--- src/rtl/debug_unit_pkg.sv ---
// Shared constants for the host debug controller: command bytes, program
// terminator, dump layout and FSM state encoding.
package debug_unit_pkg;

    localparam logic [7:0]  CMD_LOAD          = 8'h4C;  // 'L'
    localparam logic [7:0]  CMD_RUN           = 8'h52;  // 'R'
    localparam logic [7:0]  CMD_STEP          = 8'h53;  // 'S'

    localparam logic [31:0] HALT_WORD_DEFAULT = 32'hFFFF_FFFF;

    // Dump header: cycle count followed by PC, then registers, then memory.
    localparam int          DUMP_HDR_WORDS    = 2;
    localparam int          BYTES_PER_WORD    = 4;

    typedef enum logic [3:0] {
        ST_IDLE      = 4'd0,
        ST_LOAD_RX   = 4'd1,
        ST_LOAD_WR   = 4'd2,
        ST_RUN       = 4'd3,
        ST_STEP      = 4'd4,
        ST_DUMP_LOAD = 4'd5,
        ST_MEM_WAIT  = 4'd6,
        ST_TX_START  = 4'd7,
        ST_TX_WAIT   = 4'd8
    } state_e;

endpackage

--- src/rtl/debug_unit_tx.sv ---
// Word-to-byte serializer: sends one word MSB first over the UART
// tx_start/tx_done handshake, with at most one byte outstanding.
module debug_tx_serializer #(
    parameter int WORD_BITS = 32
) (
    input  logic                 clk,
    input  logic                 rst,
    input  logic                 start,
    input  logic [WORD_BITS-1:0] word,
    input  logic                 tx_done,
    output logic [7:0]           tx_data,
    output logic                 tx_start,
    output logic                 done
);

    localparam int N_BYTES = WORD_BITS / 8;
    localparam int CNT_W   = (N_BYTES > 1) ? $clog2(N_BYTES) : 1;
    localparam logic [CNT_W-1:0] LAST_BYTE = CNT_W'(N_BYTES - 1);

    logic [WORD_BITS-1:0] shift_r;
    logic [CNT_W-1:0]     cnt_r;
    logic                 busy_r;
    logic [7:0]           tx_data_r;
    logic                 tx_start_r;
    logic                 done_r;

    // Byte sequencing: launch first byte on start, next byte on each tx_done.
    always_ff @(posedge clk) begin
        if (rst) begin
            shift_r    <= {WORD_BITS{1'b0}};
            cnt_r      <= {CNT_W{1'b0}};
            busy_r     <= 1'b0;
            tx_data_r  <= 8'h00;
            tx_start_r <= 1'b0;
            done_r     <= 1'b0;
        end else begin
            tx_start_r <= 1'b0;
            done_r     <= 1'b0;
            if (!busy_r) begin
                if (start) begin
                    tx_data_r  <= word[WORD_BITS-1 -: 8];
                    shift_r    <= {word[WORD_BITS-9:0], 8'h00};
                    cnt_r      <= {CNT_W{1'b0}};
                    busy_r     <= 1'b1;
                    tx_start_r <= 1'b1;
                end
            end else if (tx_done) begin
                // tx_done is only meaningful while a byte is in flight.
                if (cnt_r == LAST_BYTE) begin
                    busy_r <= 1'b0;
                    done_r <= 1'b1;
                end else begin
                    tx_data_r  <= shift_r[WORD_BITS-1 -: 8];
                    shift_r    <= {shift_r[WORD_BITS-9:0], 8'h00};
                    cnt_r      <= cnt_r + {{(CNT_W-1){1'b0}}, 1'b1};
                    tx_start_r <= 1'b1;
                end
            end
        end
    end

    assign tx_data  = tx_data_r;
    assign tx_start = tx_start_r;
    assign done     = done_r;

endmodule

--- src/rtl/debug_unit.sv ---
// Host debug controller: loads program words from the UART, gates the
// datapath for RUN/STEP and streams processor state back to the host.
module debug_unit
    import debug_unit_pkg::*;
#(
    parameter int PC_BITS          = 32,
    parameter int INSTRUCTION_BITS = 32,
    parameter int PROC_BITS        = 32,
    parameter int DATA_ADDRS_BITS  = 7,
    parameter int N_REGS           = 32,
    parameter int DUMP_MEM_WORDS   = 32,
    parameter logic [INSTRUCTION_BITS-1:0] HALT_WORD = HALT_WORD_DEFAULT
) (
    input  logic                        clk,
    input  logic                        rst,
    input  logic [7:0]                  i_rx_data,
    input  logic                        i_rx_done,
    input  logic                        i_tx_done,
    output logic [7:0]                  o_tx_data,
    output logic                        o_tx_start,
    input  logic                        i_halt,
    input  logic [PC_BITS-1:0]          i_pc,
    input  logic [N_REGS*PROC_BITS-1:0] i_rf_regs,
    input  logic [PROC_BITS-1:0]        i_mem_data,
    output logic                        o_enable,
    output logic                        o_write_inst_mem,
    output logic [PC_BITS-1:0]          o_inst_mem_addr,
    output logic [INSTRUCTION_BITS-1:0] o_inst_mem_data,
    output logic                        o_debug_read_data,
    output logic [DATA_ADDRS_BITS-1:0]  o_debug_read_address
);

    localparam int DUMP_WORDS = DUMP_HDR_WORDS + N_REGS + DUMP_MEM_WORDS;
    localparam int IDX_W      = $clog2(DUMP_WORDS);
    localparam int REG_W      = (N_REGS > 1) ? $clog2(N_REGS) : 1;
    localparam logic [IDX_W-1:0] IDX_CYC  = IDX_W'(0);
    localparam logic [IDX_W-1:0] IDX_PC   = IDX_W'(1);
    localparam logic [IDX_W-1:0] REG_BASE = IDX_W'(DUMP_HDR_WORDS);
    localparam logic [IDX_W-1:0] MEM_BASE = IDX_W'(DUMP_HDR_WORDS + N_REGS);
    localparam logic [IDX_W-1:0] LAST_IDX = IDX_W'(DUMP_WORDS - 1);

    state_e                      state_r, state_s;
    logic [PC_BITS-1:0]          load_addr_r, load_addr_s;
    logic [INSTRUCTION_BITS-1:0] word_r, word_s, word_next_s;
    logic [1:0]                  byte_cnt_r, byte_cnt_s;
    logic [PROC_BITS-1:0]        cycle_cnt_r, cycle_cnt_s;
    logic [IDX_W-1:0]            dump_idx_r, dump_idx_s;
    logic                        enable_r, enable_s;
    logic                        wr_r, wr_s;
    logic [PC_BITS-1:0]          inst_addr_r, inst_addr_s;
    logic [INSTRUCTION_BITS-1:0] inst_data_r, inst_data_s;
    logic                        rd_r, rd_s;
    logic [DATA_ADDRS_BITS-1:0]  rd_addr_r, rd_addr_s;

    logic                        ser_start_s;
    logic                        ser_done_s;
    logic [PROC_BITS-1:0]        dump_word_s;
    logic [PROC_BITS-1:0]        rf_s [N_REGS];
    logic [REG_W-1:0]            reg_sel_s;
    logic [DATA_ADDRS_BITS-1:0]  mem_sel_s;

    for (genvar k = 0; k < N_REGS; k++) begin : g_rf
        assign rf_s[k] = i_rf_regs[k*PROC_BITS +: PROC_BITS];
    end

    assign word_next_s = {word_r[INSTRUCTION_BITS-9:0], i_rx_data};

    // Select the word for the current dump slot; sampled on its first send.
    always_comb begin
        reg_sel_s = REG_W'(dump_idx_r - REG_BASE);
        mem_sel_s = DATA_ADDRS_BITS'(dump_idx_r - MEM_BASE);
        if (dump_idx_r == IDX_CYC) begin
            dump_word_s = cycle_cnt_r;
        end else if (dump_idx_r == IDX_PC) begin
            dump_word_s = PROC_BITS'(i_pc);
        end else if (dump_idx_r < MEM_BASE) begin
            dump_word_s = rf_s[reg_sel_s];
        end else begin
            dump_word_s = i_mem_data;
        end
    end

    // Next-state and next-output logic; every output is registered below.
    always_comb begin
        state_s     = state_r;
        load_addr_s = load_addr_r;
        word_s      = word_r;
        byte_cnt_s  = byte_cnt_r;
        cycle_cnt_s = cycle_cnt_r + {{(PROC_BITS-1){1'b0}}, enable_r};
        dump_idx_s  = dump_idx_r;
        enable_s    = enable_r;
        wr_s        = 1'b0;
        inst_addr_s = inst_addr_r;
        inst_data_s = inst_data_r;
        rd_s        = rd_r;
        rd_addr_s   = rd_addr_r;
        ser_start_s = 1'b0;
        case (state_r)
            ST_IDLE: begin
                if (i_rx_done) begin
                    dump_idx_s = {IDX_W{1'b0}};
                    case (i_rx_data)
                        CMD_LOAD: begin
                            state_s     = ST_LOAD_RX;
                            load_addr_s = {PC_BITS{1'b0}};
                            cycle_cnt_s = {PROC_BITS{1'b0}};
                            byte_cnt_s  = 2'd0;
                        end
                        CMD_RUN, CMD_STEP: begin
                            // A halted core is never stepped; go straight to dump.
                            if (i_halt) begin
                                state_s = ST_DUMP_LOAD;
                            end else begin
                                state_s  = (i_rx_data == CMD_RUN) ? ST_RUN : ST_STEP;
                                enable_s = 1'b1;
                            end
                        end
                        default: state_s = ST_IDLE;
                    endcase
                end else begin
                    state_s = ST_IDLE;
                end
            end
            ST_LOAD_RX: begin
                if (i_rx_done) begin
                    word_s = word_next_s;
                    if (byte_cnt_r == 2'd3) begin
                        state_s     = ST_LOAD_WR;
                        wr_s        = 1'b1;
                        inst_addr_s = load_addr_r;
                        inst_data_s = word_next_s;
                        byte_cnt_s  = 2'd0;
                    end else begin
                        byte_cnt_s = byte_cnt_r + 2'd1;
                    end
                end else begin
                    state_s = ST_LOAD_RX;
                end
            end
            ST_LOAD_WR: begin
                load_addr_s = load_addr_r + {{(PC_BITS-1){1'b0}}, 1'b1};
                if (inst_data_r == HALT_WORD) begin
                    state_s    = ST_IDLE;
                    byte_cnt_s = 2'd0;
                end else begin
                    state_s = ST_LOAD_RX;
                    // A byte arriving during the write starts the next word.
                    if (i_rx_done) begin
                        word_s     = word_next_s;
                        byte_cnt_s = 2'd1;
                    end else begin
                        byte_cnt_s = 2'd0;
                    end
                end
            end
            ST_RUN: begin
                if (i_halt) begin
                    enable_s = 1'b0;
                    state_s  = ST_DUMP_LOAD;
                end else begin
                    enable_s = 1'b1;
                end
            end
            ST_STEP: begin
                enable_s = 1'b0;
                state_s  = ST_DUMP_LOAD;
            end
            ST_DUMP_LOAD: begin
                if (dump_idx_r >= MEM_BASE) begin
                    rd_s      = 1'b1;
                    rd_addr_s = mem_sel_s;
                    state_s   = ST_MEM_WAIT;
                end else begin
                    state_s = ST_TX_START;
                end
            end
            ST_MEM_WAIT: begin
                state_s = ST_TX_START;
            end
            ST_TX_START: begin
                ser_start_s = 1'b1;
                state_s     = ST_TX_WAIT;
            end
            ST_TX_WAIT: begin
                if (ser_done_s) begin
                    if (dump_idx_r == LAST_IDX) begin
                        state_s   = ST_IDLE;
                        rd_s      = 1'b0;
                        rd_addr_s = {DATA_ADDRS_BITS{1'b0}};
                    end else begin
                        state_s    = ST_DUMP_LOAD;
                        dump_idx_s = dump_idx_r + {{(IDX_W-1){1'b0}}, 1'b1};
                    end
                end else begin
                    state_s = ST_TX_WAIT;
                end
            end
            default: begin
                state_s  = ST_IDLE;
                enable_s = 1'b0;
                rd_s     = 1'b0;
            end
        endcase
    end

    // State and output registers; reset aborts any operation in one cycle.
    always_ff @(posedge clk) begin
        if (rst) begin
            state_r     <= ST_IDLE;
            load_addr_r <= {PC_BITS{1'b0}};
            word_r      <= {INSTRUCTION_BITS{1'b0}};
            byte_cnt_r  <= 2'd0;
            cycle_cnt_r <= {PROC_BITS{1'b0}};
            dump_idx_r  <= {IDX_W{1'b0}};
            enable_r    <= 1'b0;
            wr_r        <= 1'b0;
            inst_addr_r <= {PC_BITS{1'b0}};
            inst_data_r <= {INSTRUCTION_BITS{1'b0}};
            rd_r        <= 1'b0;
            rd_addr_r   <= {DATA_ADDRS_BITS{1'b0}};
        end else begin
            state_r     <= state_s;
            load_addr_r <= load_addr_s;
            word_r      <= word_s;
            byte_cnt_r  <= byte_cnt_s;
            cycle_cnt_r <= cycle_cnt_s;
            dump_idx_r  <= dump_idx_s;
            enable_r    <= enable_s;
            wr_r        <= wr_s;
            inst_addr_r <= inst_addr_s;
            inst_data_r <= inst_data_s;
            rd_r        <= rd_s;
            rd_addr_r   <= rd_addr_s;
        end
    end

    debug_tx_serializer #(.WORD_BITS(PROC_BITS)) u_tx (
        .clk      (clk),
        .rst      (rst),
        .start    (ser_start_s),
        .word     (dump_word_s),
        .tx_done  (i_tx_done),
        .tx_data  (o_tx_data),
        .tx_start (o_tx_start),
        .done     (ser_done_s)
    );

    assign o_enable             = enable_r;
    assign o_write_inst_mem     = wr_r;
    assign o_inst_mem_addr      = inst_addr_r;
    assign o_inst_mem_data      = inst_data_r;
    assign o_debug_read_data    = rd_r;
    assign o_debug_read_address = rd_addr_r;

endmodule

--- config.mk ---
export PLATFORM = sky130hd
export DESIGN_NAME = debug_unit
export DESIGN_NICKNAME = d
export VERILOG_FILES = /design/src/rtl/debug_unit_pkg.sv /design/src/rtl/debug_unit_tx.sv /design/src/rtl/debug_unit.sv
export SDC_FILE = /design/constraint.sdc
export NUM_CORES = 1
export LEC_CHECK = 0
export ABC_CLOCK_PERIOD_IN_PS = 4400
export BUFFER_PORTS_ARGS = -buffer_cell sky130_fd_sc_hd__buf_2
export CAP_MARGIN = 20
export CORE_AREA = 4 4 456 458
export CTS_BUF_LIST = sky130_fd_sc_hd__clkbuf_8 sky130_fd_sc_hd__clkbuf_16
export CTS_CLUSTER_DIAMETER = 40
export DETAILED_ROUTE_END_ITERATION = 10
export DIE_AREA = 0 0 460 462
export GPL_ROUTABILITY_DRIVEN = 0
export GPL_TIMING_DRIVEN = 0
export PLACE_DENSITY = 0.35
export SLEW_MARGIN = 15
export SYNTH_ARGS = -nofsm -noshare
export SYNTH_HDL_FRONTEND = slang
export SYNTH_SLANG_ARGS = --single-unit
--- constraint.sdc ---
create_clock -name clk -period 4.4 [get_ports clk]
set_input_delay 0.22 -clock clk [delete_from_list [all_inputs] [get_ports clk]]
set_output_delay 0.22 -clock clk [all_outputs]
set_load 0.01 [all_outputs]
# After elaboration in Yosys (flattened, before gate mapping)
# Cells that the tools add are included.
op_classes:
  addsub: 7
  n_mul: 0
  n_div: 0
  n_lt_le_gt_ge: 3
  eq_ne: 30
  shifts: 0
  mux: 72
  bitwise: 7
  n_reduce_logical: 23
op_table:
  columns: ["op", "n"]
  rows:
  - ["$mux 32", 16]
  - ["$bmux 32 s5", 1]
  - ["$pmux 32 s2", 2]
  - ["$mux 7", 6]
  - ["$pmux 4 s9", 1]
  - ["$add 32x1->32", 1]
  - ["$add 32x1->32 const B", 1]
  - ["$eq 32x32->1 const B", 1]
  - ["$mux 8", 4]
  - ["$pmux 7 s2", 2]
  - ["$eq 8x7->1 const B", 3]
  - ["$mux 1", 20]
  - ["$mux 4", 5]
  - ["$ne 2x2->1 const B", 10]
  - ["$reduce_and 4->1", 5]
  - ["$eq 4x3->1 const B", 4]
  - ["$mux 2", 8]
  - ["$reduce_bool 2->1", 5]
  - ["$mux 3", 3]
  - ["$reduce_and 3->1", 3]
  - ["$eq 4x2->1 const B", 2]
  - ["$add 7x1->7 const B", 1]
  - ["$eq 7x1->1 const B", 1]
  - ["$eq 7x7->1 const B", 1]
  - ["other kinds (24)", 36]
word_totals:
  register_bits: 228
  latchBits: 0
  mem_bits_rw: 0
  romBits: 0
  output_inout_bits: 83
  wordCells: 160
  memories: 0

# Longest topological paths before layout
# Gate-level depths: netlist of run 1.
logic_depth:
  depth_word: 10
  ltp_mapped: 16
  depth_no_buf: 8

# Modules after synthesis
# A second synthesis of run 1 with hierarchy kept.
unflattened:
  hier_cells: 1864
  hier_area_um2: 18008.5
by_module_without_submodules:
  columns: ["module", "n_inst", "cells_each", "area_per_inst_um2", "seq_area_each_um2"]
  rows:
  - ["debug_unit", 1, 1697, 16353.2, 3503.4]
  - ["debug_tx_serializer", 1, 167, 1655.3, 740.7]

# Least setup slack after synthesis of run 1
# OpenSTA, ideal clock, no wires.
synth_timing:
  path_type: "register to register"
  from: "register dump_idx_r[1]"
  to: "register u_tx.tx_data_r[0], in the netlist u_tx.tx_data[0]"
  setup_ps: 132
  arrival_time_ps: 2927
  t_required_ps: 4268
  path_slack_ps: 1341
  stages_incl_launch_ff: 13
  period_less_slack_ps: 3059
  cell_sequence: "dfxtp_1 > buf_6 > buf_6 > buf_6 > buf_4 > buf_2 > inv_1 > ha_1 > buf_2 > clkbuf_1 > mux4_2 > mux2i_1 > o32ai_1"
synth_between:
  elab_chain_len: 10
  elab_cells_between_ends: 13
synth_rtl:
  columns: ["element", "line_no", "rtl"]
  rows:
  - ["start: declaration", "debug_unit.sv:47", "logic [IDX_W-1:0] dump_idx_r, dump_idx_s;"]
  - ["start signal: assignment", "debug_unit.sv:214", "dump_idx_r <= {IDX_W{1'b0}};"]
  - ["start signal: assignment", "debug_unit.sv:227", "dump_idx_r <= dump_idx_s;"]
  - ["$sub 5x2->5", "debug_unit.sv:70", "reg_sel_s = REG_W'(dump_idx_r - REG_BASE);"]
  - ["$not 5->6 (not written as such)", "debug_unit.sv:77", "dump_word_s = rf_s[reg_sel_s];"]
  - ["$bmux 32 s5", "debug_unit.sv:77", null]
  - ["$mux 32 (not written as such) (2 in a row)", "debug_unit.sv:77", null]
  - ["$mux 32", "debug_unit.sv:76", "end else if (dump_idx_r < MEM_BASE) begin"]
  - ["$mux 32", "debug_unit.sv:74", "end else if (dump_idx_r == IDX_PC) begin"]
  - ["$mux 32 (*)", "debug_unit.sv:72", "if (dump_idx_r == IDX_CYC) begin"]
  - ["$mux 8 (*)", "debug_unit_tx.sv:40", "if (start) begin"]
  - ["$mux 8 (*)", "debug_unit_tx.sv:39", "if (!busy_r) begin"]
  - ["end signal: assignment", "debug_unit_tx.sv:41", "tx_data_r <= word[WORD_BITS-1 -: 8];"]
  - ["end signal: assignment", "debug_unit_tx.sv:53", "tx_data_r <= shift_r[WORD_BITS-1 -: 8];"]
  - ["end: declaration", "debug_unit_tx.sv:23", "logic [7:0] tx_data_r;"]
# Mark *: on every way between the ends. The rest lies on a longest branch, timed or not. The select of a mux whose other input is x is not followed.
# A chain may end at the register's enable or synchronous reset.

# Worst setup path after layout of run 1
layout_timing:
  from: "register dump_idx_r[1]"
  to: "register u_tx.shift_r[19]"
layout_between:
  elab_chain_len: 10
  elab_cells_between_ends: 13
layout_rtl:
  columns: ["element", "line_no", "rtl"]
  rows:
  - ["$sub 5x2->5", "debug_unit.sv:70", null]
  - ["$not 5->6 (not written as such)", "debug_unit.sv:77", null]
  - ["$bmux 32 s5", "debug_unit.sv:77", null]
  - ["$mux 32 (not written as such) (2 in a row)", "debug_unit.sv:77", null]
  - ["$mux 32", "debug_unit.sv:76", null]
  - ["$mux 32", "debug_unit.sv:74", null]
  - ["$mux 32 (*)", "debug_unit.sv:72", null]
  - ["$mux 32 (*)", "debug_unit_tx.sv:40", null]
  - ["$mux 32 (*)", "debug_unit_tx.sv:39", null]
  - ["end signal: assignment", "debug_unit_tx.sv:30", "shift_r <= {WORD_BITS{1'b0}};"]
  - ["end signal: assignment", "debug_unit_tx.sv:42", "shift_r <= {word[WORD_BITS-9:0], 8'h00};"]
  - ["end signal: assignment", "debug_unit_tx.sv:54", "shift_r <= {shift_r[WORD_BITS-9:0], 8'h00};"]
  - ["end: declaration", "debug_unit_tx.sv:20", "logic [WORD_BITS-1:0] shift_r;"]
# Marked as above.

==> results of run 1 <==
## power breakdown
group          internal, mW  total, mW  switching (mW)  leakage (nW)
sequential             1.93       1.93         0.00102          1.71
combinational         0.574       1.13           0.554          9.40
clock                  2.15       3.32            1.17         0.724
## metal layers
metal  share of wire [%]  vias to the layer above
li1                    -                     9675
met1                  38                    11640
met2                  48                     1648
met3                 9.1                      508
met4                 4.3                      100
met5                0.29                        -
## worst register-to-register path, delay by kind of cell, from the launching register on
kind            cells  cell delay (ns)
compound gates      2             1.31
fa+ha+maj           1             0.35
buf+inv             8             1.37
flops               1             0.39
mux                 2             0.41
simple gates        1             0.42
## what timing repair did
item / in CTS / in global routing
resized for setup: 70 / 1
buffers inserted: 4 / 1
endpoints found under the setup margin: 33 / 1
pin swaps: 17 / 3
endpoints found under the hold margin: 34 / 0
hold buffers: 41 / 0
## flip-flops by register name (all words and copies together) (netlist names), 2 cells and up
| signal | flops |
|---|---|
| u_tx.shift_r | 24 |
| byte_cnt_r | 2 |
| u_tx.cnt_r | 2 |
| o_inst_mem_addr | 32 |
| state_r | 4 |
| u_tx.tx_data | 8 |
| o_debug_read_address | 7 |
| o_inst_mem_data | 32 |
| cycle_cnt_r | 32 |
| word_r | 24 |
| dump_idx_r | 7 |
| load_addr_r | 32 |
## cell usage in the layout, fill, tap and decap left out, drive strengths merged, types with 10 or more instances in the layout
cell         count
a31oi           30
nor3            30
a32oi           11
inv             21
dlygate4sd3     41
a221oi          18
a221o           16
mux2            20
nand4           36
a21o            15
o21ai           49
mux4           265
o22ai           11
mux2i          102
a211oi          16
nand3           48
xnor2           27
and3            16
nand2          257
ha              11
dfxtp          212
buf           1298
a21oi          110
or3             10
clkbuf         116
a222oi          15
xor2            34
and2            13
diode          105
nor2           158
## worst min-delay path by stage
stage,startpoint,depth (start not counted),endpoint
2_1_floorplan,i_rx_data[0],2,o_inst_mem_data[0]$_SDFFE_PP0P_
3_3_place_gp,o_inst_mem_addr[9]$_SDFFE_PP0P_,2,o_inst_mem_addr[9]$_SDFFE_PP0P_
3_5_place_dp,o_inst_mem_addr[9]$_SDFFE_PP0P_,2,o_inst_mem_addr[9]$_SDFFE_PP0P_
4_1_cts,i_pc[22],3,u_tx.shift_r[30]$_SDFFE_PP0P_
5_1_grt,i_pc[22],3,u_tx.shift_r[30]$_SDFFE_PP0P_
6_report,i_pc[22],3,u_tx.shift_r[30]$_SDFFE_PP0P_
## cell type report
class	count	share of cell area (%)
multi-input combinational	1389	43.33
timing repair buffer	1232	21.49
sequential	212	14.21
tap	2688	11.26
clock buffer	53	4.101
buffer	170	3.653
antenna	105	0.8798
clock inverter	24	0.8463
inverter	17	0.2262
## cells by family after synthesis
family                     Yosys count
and+or+nand+nor                    606
DFF                                212
xor gates and xnor gates            61
adders and majority gates           11
buffers and inverters              187
AOI/OAI and AO/OA                  324
muxes                              387
==> metrics.txt, run 1 <==
Net Count, Synth 2900; # rows 166; fin cells 5890; Mapped Avg Cell Area 10.10 um^2; Vias 23570; Post-Place Cells 5662; DRT Wirelength 219800 um; ranking of synthesized cells by area mux4_2 (33%), dfxtp_1 (24%), mux2i_1 (5.7%); Setup Skew 0.03535 ns; initial antenna violation count 262; DRT antenna net count 0; Via density 4.002; simple-gate share of the synthesized area 15.50%; Core Area 0.2040 mm^2; Final #Nets 4178; Yosys top cell area share 33.05%; Power, Total 6.376 mW; initial core utilization 8.854%; clock tree buffer depth 3; P&R area growth vs syn 65.38%; setup ws final 0.09768 ns; Yosys top cell by area mux4_2; CP cell instances buf_8, buf_12, buf_12, buf_16, buf_12, clkinvlp_4, ha_4, buf_12, clkbuf_8, mux4_2, mux2i_1, a222oi_1, nand3_2, a31oi_1; highest clock rate 232.4 MHz; Area after DPL 0.02739 mm^2; die area 0.2125 mm^2; Seq/Total Area, Yosys 23.50%; top_reg_cell synth dfxtp_1; worst reg-to-reg path cell count 14; drt drc 0; most numerous cell in the Yosys netlist mux4_2; final setup fails 0; Post-Syn Area 0.01806 mm^2; Yosys cell types 71; total track usage 19.68%; fin area 0.02987 mm^2; CP Depth 14; crit path launch dump_idx_r[1]$_SDFFE_PP0P_; maximum capacitance violations 0; register area 0.004245 mm^2; period utilization 97.78%; I/O pins 1184; CP Class reg2reg; met3 Usage GRT 6.109%; reg2reg start dump_idx_r[1]$_SDFFE_PP0P_; I/O Buffers 1182; GRT Residual Overflow 0; met1 global-route usage 23.18%; CP startpoint kind flip-flop; Hold WS 0.06900 ns; CP max FO 10; clock sinks 212; Least-Margin Pin Slew 1.223 ns; Tmin final 4.302 ns; global route hottest layer met2; filler cell count 23370; Power Density 213.5 mW/mm^2; WP data arrival 4.80 ns; total CTS buffers 44; delay of the slowest cell on the worst path 1.03 ns; largest net degree at the start of global routing 14; M2 GR Usage 33.45%; adder-cell share of the synthesized area 0.7621%; worst vdd ir 210.4 uV; Yosys warning count 0; clk_lat worst skew 0.57 ns; Seq cells post-synth 212; CP bufs+invs 8; starting DRC count in detailed routing 2216; CP max stage cell a222oi_1; Crit path top cell by count buf_12; first-pass GRT wire length 265600 um; Synth Area in Compound Gates 11.76%; Die X 460 um; mux share of post-synthesis cell area 39.95%; xor and xnor area share after synthesis 3.000%; critical path endpoint u_tx.shift_r[19]$_SDFFE_PP0P_; share of layout cells above drive strength 1 55.15%; most frequent cells after synthesis mux4_2 (265), nand2_1 (257), dfxtp_1 (212); CTS tree done; Hold Vio Cnt, Final 0; utilization after layout 14.64%; dpl ws -2.173 ns; Required @ worst endpoint 4.89 ns; Chip Height 462 um; worst hold path type in2reg; H-tree depth 2; CTS root buf clkbuf_16; Mapped Cells 1788; largest family of logic cells by synthesized area multiplexers; DR WL/cell 37.31 um; outcome finished clean; ys async rst share 0%; FF-to-FF setup slack 0.1 ns; HPWL Detailed 198900 um; EDFF count, synth 0; number of global-route vias before repair 22720; RR Endpoint u_tx.shift_r[19]$_SDFFE_PP0P_; Setup TNS 0 ns; Rel. slew slack 18.48%; crit end category flip-flop; Static Leakage 11.83 nW; Final Slew Violations 0; CP delay by family, top buffers and inverters; area of the multi-input gates 0.01294 mm^2; First-pass DRT Iterations 10; clock transition at the registers of the reported paths 0.05 ns
(Power assumes the default switching activity.)
==> inputs of run 2 (changes only) <==
- ABC_CLOCK_PERIOD_IN_PS: 4400 -> 4600
- clock period: 4.4 -> 4.6 ns (I/O delays scaled with it)
==> run 2 against run 1 <==
- clock power down 4%
- register-to-register slack better by 0.05 ns
- routed wire length about the same
- worst hold slack worse by 0.029 ns
- total power fell by 4.5%
- global-route usage about the same
- fmax down 3.4%
- non-clock buffer count shrank 6
- first-iteration DRC count increased by 1.1%
- critical endpoint unchanged
==> metrics.txt, run 2 (synthesis gave the netlist of run 1 again) <==
WP data arrival 4.95 ns (+0.15 ns); DRT Wirelength 219700 um (about the same); Required @ worst endpoint 5.10 ns (+0.21 ns); Power Density 204.5 mW/mm^2 (-4.2%); drt drc 0 (unchanged); maximum capacitance violations 0 (unchanged); initial core utilization 8.854% (unchanged); P&R area growth vs syn 64.93%; hold depth 4 (+1); First-pass DRT Iterations 8 (-2); total CTS buffers 44 (unchanged); setup ws final 0.1475 ns (+0.04984 ns); I/O Buffers 1182 (unchanged); utilization after layout 14.60% (-0.040 points); Final #Nets 4172 (-0.14%); GRT Residual Overflow 0 (unchanged); CP max stage cell a222oi_1; HPWL Detailed 198900 um (unchanged); Least-Margin Pin Slew 1.304 ns (+0.08133 ns); reg2reg start dump_idx_r[1]$_SDFFE_PP0P_; I/O pins 1184 (unchanged); final setup fails 0 (unchanged); clock tree buffer depth 3 (unchanged); Chip Height 462 um (unchanged); Hold WS 0.04023 ns (-0.02877 ns); worst reg-to-reg path cell count 13 (-1); die area 0.2125 mm^2 (unchanged); share of layout cells above drive strength 1 55.19% (about the same); worst vdd ir 200.8 uV (-4.6%); Via density 3.987 (-0.36%); crit end category flip-flop; clock transition at the registers of the reported paths 0.05 ns (about the same); CTS root buf clkbuf_16; CP bufs+invs 7 (-1); commonest non-fill, non-tap cell in the layout buf_2; number of global-route vias before repair 22700 (-0.066%); CTS tree done; # rows 166 (unchanged); DRT antenna net count 0 (unchanged); clock sinks 212 (unchanged); first-pass GRT wire length 265200 um (-0.17%); starting DRC count in detailed routing 2241 (+1.1%); Post-Place Cells 5662 (unchanged); CP startpoint kind flip-flop; clk_lat worst skew 0.58 ns (about the same); Core Area 0.2040 mm^2 (unchanged); CP delay by family, top buffers and inverters; Setup TNS 0 ns (unchanged); DR WL/cell 37.30 um (about the same); Vias 23480 (-0.36%); Rel. slew slack 13.06% (-5.4 points); largest net degree at the start of global routing 14 (unchanged); Tmin final 4.452 ns (+0.1502 ns); Area after DPL 0.02739 mm^2 (unchanged); filler cell count 23370 (-0.030%); min-delay src i_pc[7]; CP Depth 13 (-1); Final Slew Violations 0 (unchanged); Die X 460 um (unchanged); initial antenna violation count 262 (unchanged); Power, Total 6.090 mW (-4.5%); FF-to-FF setup slack 0.15 ns (+0.05 ns); outcome finished clean; period utilization 96.79% (-0.99 points); Hold Vio Cnt, Final 0 (unchanged); worst hold path type in2reg; CP max FO 10 (unchanged); total track usage 19.65% (-0.023 points); hold worst-path end u_tx.shift_r[15]$_SDFFE_PP0P_; commonest cells after routing, fill and taps aside buf_2 (1229), mux4_2 (265), nand2_1 (257); Setup Skew 0.03654 ns (+0.001192 ns); highest clock rate 224.6 MHz (-3.4%); delay of the slowest cell on the worst path 1.07 ns (+0.04 ns); Static Leakage 11.80 nW (-0.30%); CP cell instances buf_6, buf_12, buf_12, buf_16, clkinvlp_4, ha_4, buf_8, clkbuf_4, mux4_2, mux2i_1, a222oi_1, nand3_2, a31oi_1; dpl ws -1.973 ns (+0.2000 ns); RSZ-0062 raised after global routing no; fin area 0.02978 mm^2 (-0.27%); Crit path top cell by count buf_12; fin cells 5890 (unchanged); H-tree depth 2 (unchanged); RR Endpoint u_tx.shift_r[19]$_SDFFE_PP0P_; CP Class reg2reg
run 2: what timing repair did:
item / 4_1_cts / 5_1_grt
endpoints found under the hold margin: 29 / 0
buffers inserted: 2 / 3
setup endpoints to repair: 33 / 1
pin swaps: 16 / 3
gates resized for setup: 62 / 3
hold buffers: 36 / 0
run 2: cell type report:
cell class / instances / area, um^2 / area share (%)
multi-input combinational: 1389 / 12940 / 43.44
timing repair buffer: 1227 / 6367 / 21.38
sequential: 212 / 4245 / 14.25
tap: 2688 / 3363 / 11.29
clock buffer: 53 / 1225 / 4.113
buffer: 169 / 1049 / 3.520
antenna: 111 / 277.8 / 0.9326
clock inverter: 24 / 252.7 / 0.8486
inverter: 17 / 67.56 / 0.2268
run 2: routing by layer:
metal / GRT usage (%) / share of wire (%)
met5: 0 / 0.29
met4: 7.417 / 4.3
met3: 6.112 / 9.3
met2: 33.42 / 48
met1: 23.12 / 38
run 2: power by group:
| group | switching, mW | internal (mW) |
|---|---|---|
| clock network | 1.12 | 2.06 |
| registers | 0.000990 | 1.84 |
| logic | 0.526 | 0.546 |
run 2: tightest hold or removal path, stage by stage:
cell and delay [ns]:
buf_2 0.08, a221o_1 0.13, a21oi_1 0.04, a21oi_1 0.10
run 2: worst max path at each step:
| stage | slack, ns | from | endpoint |
|---|---|---|---|
| 2_1_floorplan | 1.54 | dump_idx_r[1]$_SDFFE_PP0P_ | u_tx.tx_data[0]$_SDFFE_PP0P_ |
| 3_3_place_gp | -2.20 | dump_idx_r[1]$_SDFFE_PP0P_ | u_tx.shift_r[23]$_SDFFE_PP0P_ |
| 3_5_place_dp | -1.97 | dump_idx_r[1]$_SDFFE_PP0P_ | u_tx.shift_r[22]$_SDFFE_PP0P_ |
| 4_1_cts | 0.01 | dump_idx_r[1]$_SDFFE_PP0P_ | u_tx.shift_r[19]$_SDFFE_PP0P_ |
| 5_1_grt | 0.19 | dump_idx_r[1]$_SDFFE_PP0P_ | u_tx.shift_r[28]$_SDFFE_PP0P_ |
| 6_report | 0.15 | dump_idx_r[1]$_SDFFE_PP0P_ | u_tx.shift_r[19]$_SDFFE_PP0P_ |
==> inputs of run 3 (changes only) <==
- PLACE_DENSITY: 0.35 -> 0.3
- RECOVER_POWER: default -> 100
==> run 3 against run 2 <==
- via count shrank 0.87%
- sequential power about the same
- non-clock buffer count increased by 11
- register-to-register slack improved by 0.08 ns
- cell area increased by 1.1%
- first-iteration DRC count is 6.2% lower
- clock skew grew 0.0066 ns
- global-route usage down 0.15 points
==> metrics.txt, run 3 (synthesis gave the netlist of run 1 again) <==
delay of the slowest cell on the worst path 0.71 ns (-0.36 ns); CTS tree done; Required @ worst endpoint 5.15 ns (+0.05 ns); commonest cells after routing, fill and taps aside buf_2 (1135), mux4_2 (265), nand2_1 (257); Clock power frac 57.0% (+4.9 points); CP delay by family, top buffers and inverters; clock tree buffer depth 3 (unchanged); Area after DPL 0.02741 mm^2 (about the same); share of layout cells above drive strength 1 51.86% (-3.3 points); starting DRC count in detailed routing 2102 (-6.2%); initial core utilization 8.854% (unchanged); CP max stage cell a222oi_1; drt drc 0 (unchanged); RSZ-0062 raised after global routing no; outcome finished clean; highest clock rate 228.8 MHz (+1.9%); Via density 3.932 (-1.4%); Seq pwr share 27.2% (-3.1 points); crit path launch dump_idx_r[0]$_SDFFE_PP0P_; CP max FO 19 (+9); worst hold path type in2reg; number of global-route vias before repair 22850 (+0.63%); I/O Buffers 1182 (unchanged); fin area 0.03011 mm^2 (+1.1%); # rows 166 (unchanged); HPWL Detailed 195200 um (-1.8%); clock sinks 212 (unchanged); Vias 23280 (-0.87%); Crit path top cell by count buf_6; Die X 460 um (unchanged); RR Endpoint u_tx.shift_r[20]$_SDFFE_PP0P_; First-pass DRT Iterations 7 (-1); internal power 5.016 mW (+13%); commonest non-fill, non-tap cell in the layout buf_2; reg2reg start dump_idx_r[0]$_SDFFE_PP0P_; Static Leakage 11.64 nW (-1.4%); clk_lat worst skew 0.59 ns (about the same); period utilization 95.00% (-1.8 points); Core Area 0.2040 mm^2 (unchanged); crit end category flip-flop; WP data arrival 4.92 ns (-0.03 ns); CP Class reg2reg; hold depth 4 (unchanged); DRT Wirelength 217700 um (-0.90%); CTS root buf clkbuf_16; final setup fails 0 (unchanged); first-pass GRT wire length 264100 um (-0.41%); worst vdd ir 232.0 uV (+16%); logic gate share of total power 15.9% (-1.7 points); Hold Vio Cnt, Final 0 (unchanged); clock transition at the registers of the reported paths 0.05 ns (about the same); I/O pins 1184 (unchanged); Setup Skew 0.04318 ns (+0.006635 ns); min-delay src i_mem_data[7]; maximum capacitance violations 0 (unchanged); largest net degree at the start of global routing 20 (+6); H-tree depth 2 (unchanged); Chip Height 462 um (unchanged); CP cell instances buf_6, buf_6, clkbuf_4, clkbuf_2, nor2_1, a221o_1, a222oi_1, nand4_1, nand2_1; Final Slew Violations 0 (unchanged); CP startpoint kind flip-flop; worst reg-to-reg path cell count 9 (-4); Hold WS 0.05196 ns (+0.01173 ns); DRT antenna net count 0 (unchanged); initial antenna violation count 214 (-18%); hold worst-path end u_tx.shift_r[15]$_SDFFE_PP0P_; switching power 1.777 mW (+8.0%); P&R area growth vs syn 66.75%; Least-Margin Pin Slew 1.280 ns (-0.02411 ns); DR WL/cell 36.78 um (-1.4%); Final #Nets 4193 (+0.50%); Rel. slew slack 13.46% (+0.41 points); total CTS buffers 54 (+23%); Power Density 225.6 mW/mm^2 (+10%); Tmin final 4.370 ns (-0.08235 ns); FF-to-FF setup slack 0.23 ns (+0.08 ns); die area 0.2125 mm^2 (unchanged); total track usage 19.50% (-0.15 points); CP bufs+invs 4 (-3); Net Sw Frac 26.16% (-0.86 points); GRT Residual Overflow 0 (unchanged)
-- run 3: area by class of cell --
type	count	area, um^2
antenna	108	270.3
sequential	212	4245
fill	23480	173800
buffer	168	1027
clock buffer	61	1448
tap	2688	3363
timing repair buffer	1239	6370
clock inverter	38	417.9
multi-input combinational	1389	12900
inverter	17	67.56
-- run 3: worst max path at each step --
stage / end / slack, ns / depth (start not counted)
global route: u_tx.shift_r[20]$_SDFFE_PP0P_ / 0.10 / 9
global placement: u_tx.shift_r[24]$_SDFFE_PP0P_ / -2.19 / 15
floorplan: u_tx.tx_data[0]$_SDFFE_PP0P_ / 1.54 / 12
finish: u_tx.shift_r[20]$_SDFFE_PP0P_ / 0.23 / 9
detailed placement: u_tx.shift_r[24]$_SDFFE_PP0P_ / -2.16 / 15
CTS: u_tx.tx_data[2]$_SDFFE_PP0P_ / 0.006 / 14
-- run 3: metrics by stage --
stage	util (%)	power [mW]	worst slack (ns)	TNS [ns]	instances
finish	14.76	6.792	0.2299	0	5920
global route	14.69	7.019	0.1007	0	5856
CTS	14.69	6.893	0.006310	0	5805
detailed placement	13.44	2.910	-2.161	-57.98	5663
global placement	13.40	2.903	-2.194	-61.13	5658
floorplan	-	2.136	1.541	0	1788
-- run 3: power groups by stage --
| stage | Combinational (mW) | Clock (mW) | Sequential [mW] |
|---|---|---|---|
| finish | 1.08 | 3.87 | 1.84 |
| global route | 1.12 | 4.05 | 1.84 |
| CTS | 1.08 | 3.97 | 1.84 |
| detailed placement | 1.03 | 0 | 1.88 |
| global placement | 1.02 | 0 | 1.88 |
| floorplan | 0.258 | 0 | 1.88 |
-- run 3: tightest hold or removal path: cells and delay by family --
family	cells	cell delay (ns)
compound gates	3	0.31
buf+inv	1	0.08
-- run 3: what timing repair did --
action,in CTS,in global routing
pin swaps,14,3
endpoints found under the setup margin,33,1
setup buffers,3,6
gates resized for setup,67,6
hold endpoints to repair,37,0
hold buffers,41,0
-- run 3: metal layers --
layer | wire (um) | global-route usage [%] | up-vias
met5 | 779 | 0 | -
met1 | 86000 | 23.51 | 11610
li1 | - | - | 9709
met4 | 6862 | 5.063 | 118
met2 | 102300 | 32.61 | 1428
met3 | 21820 | 7.270 | 413
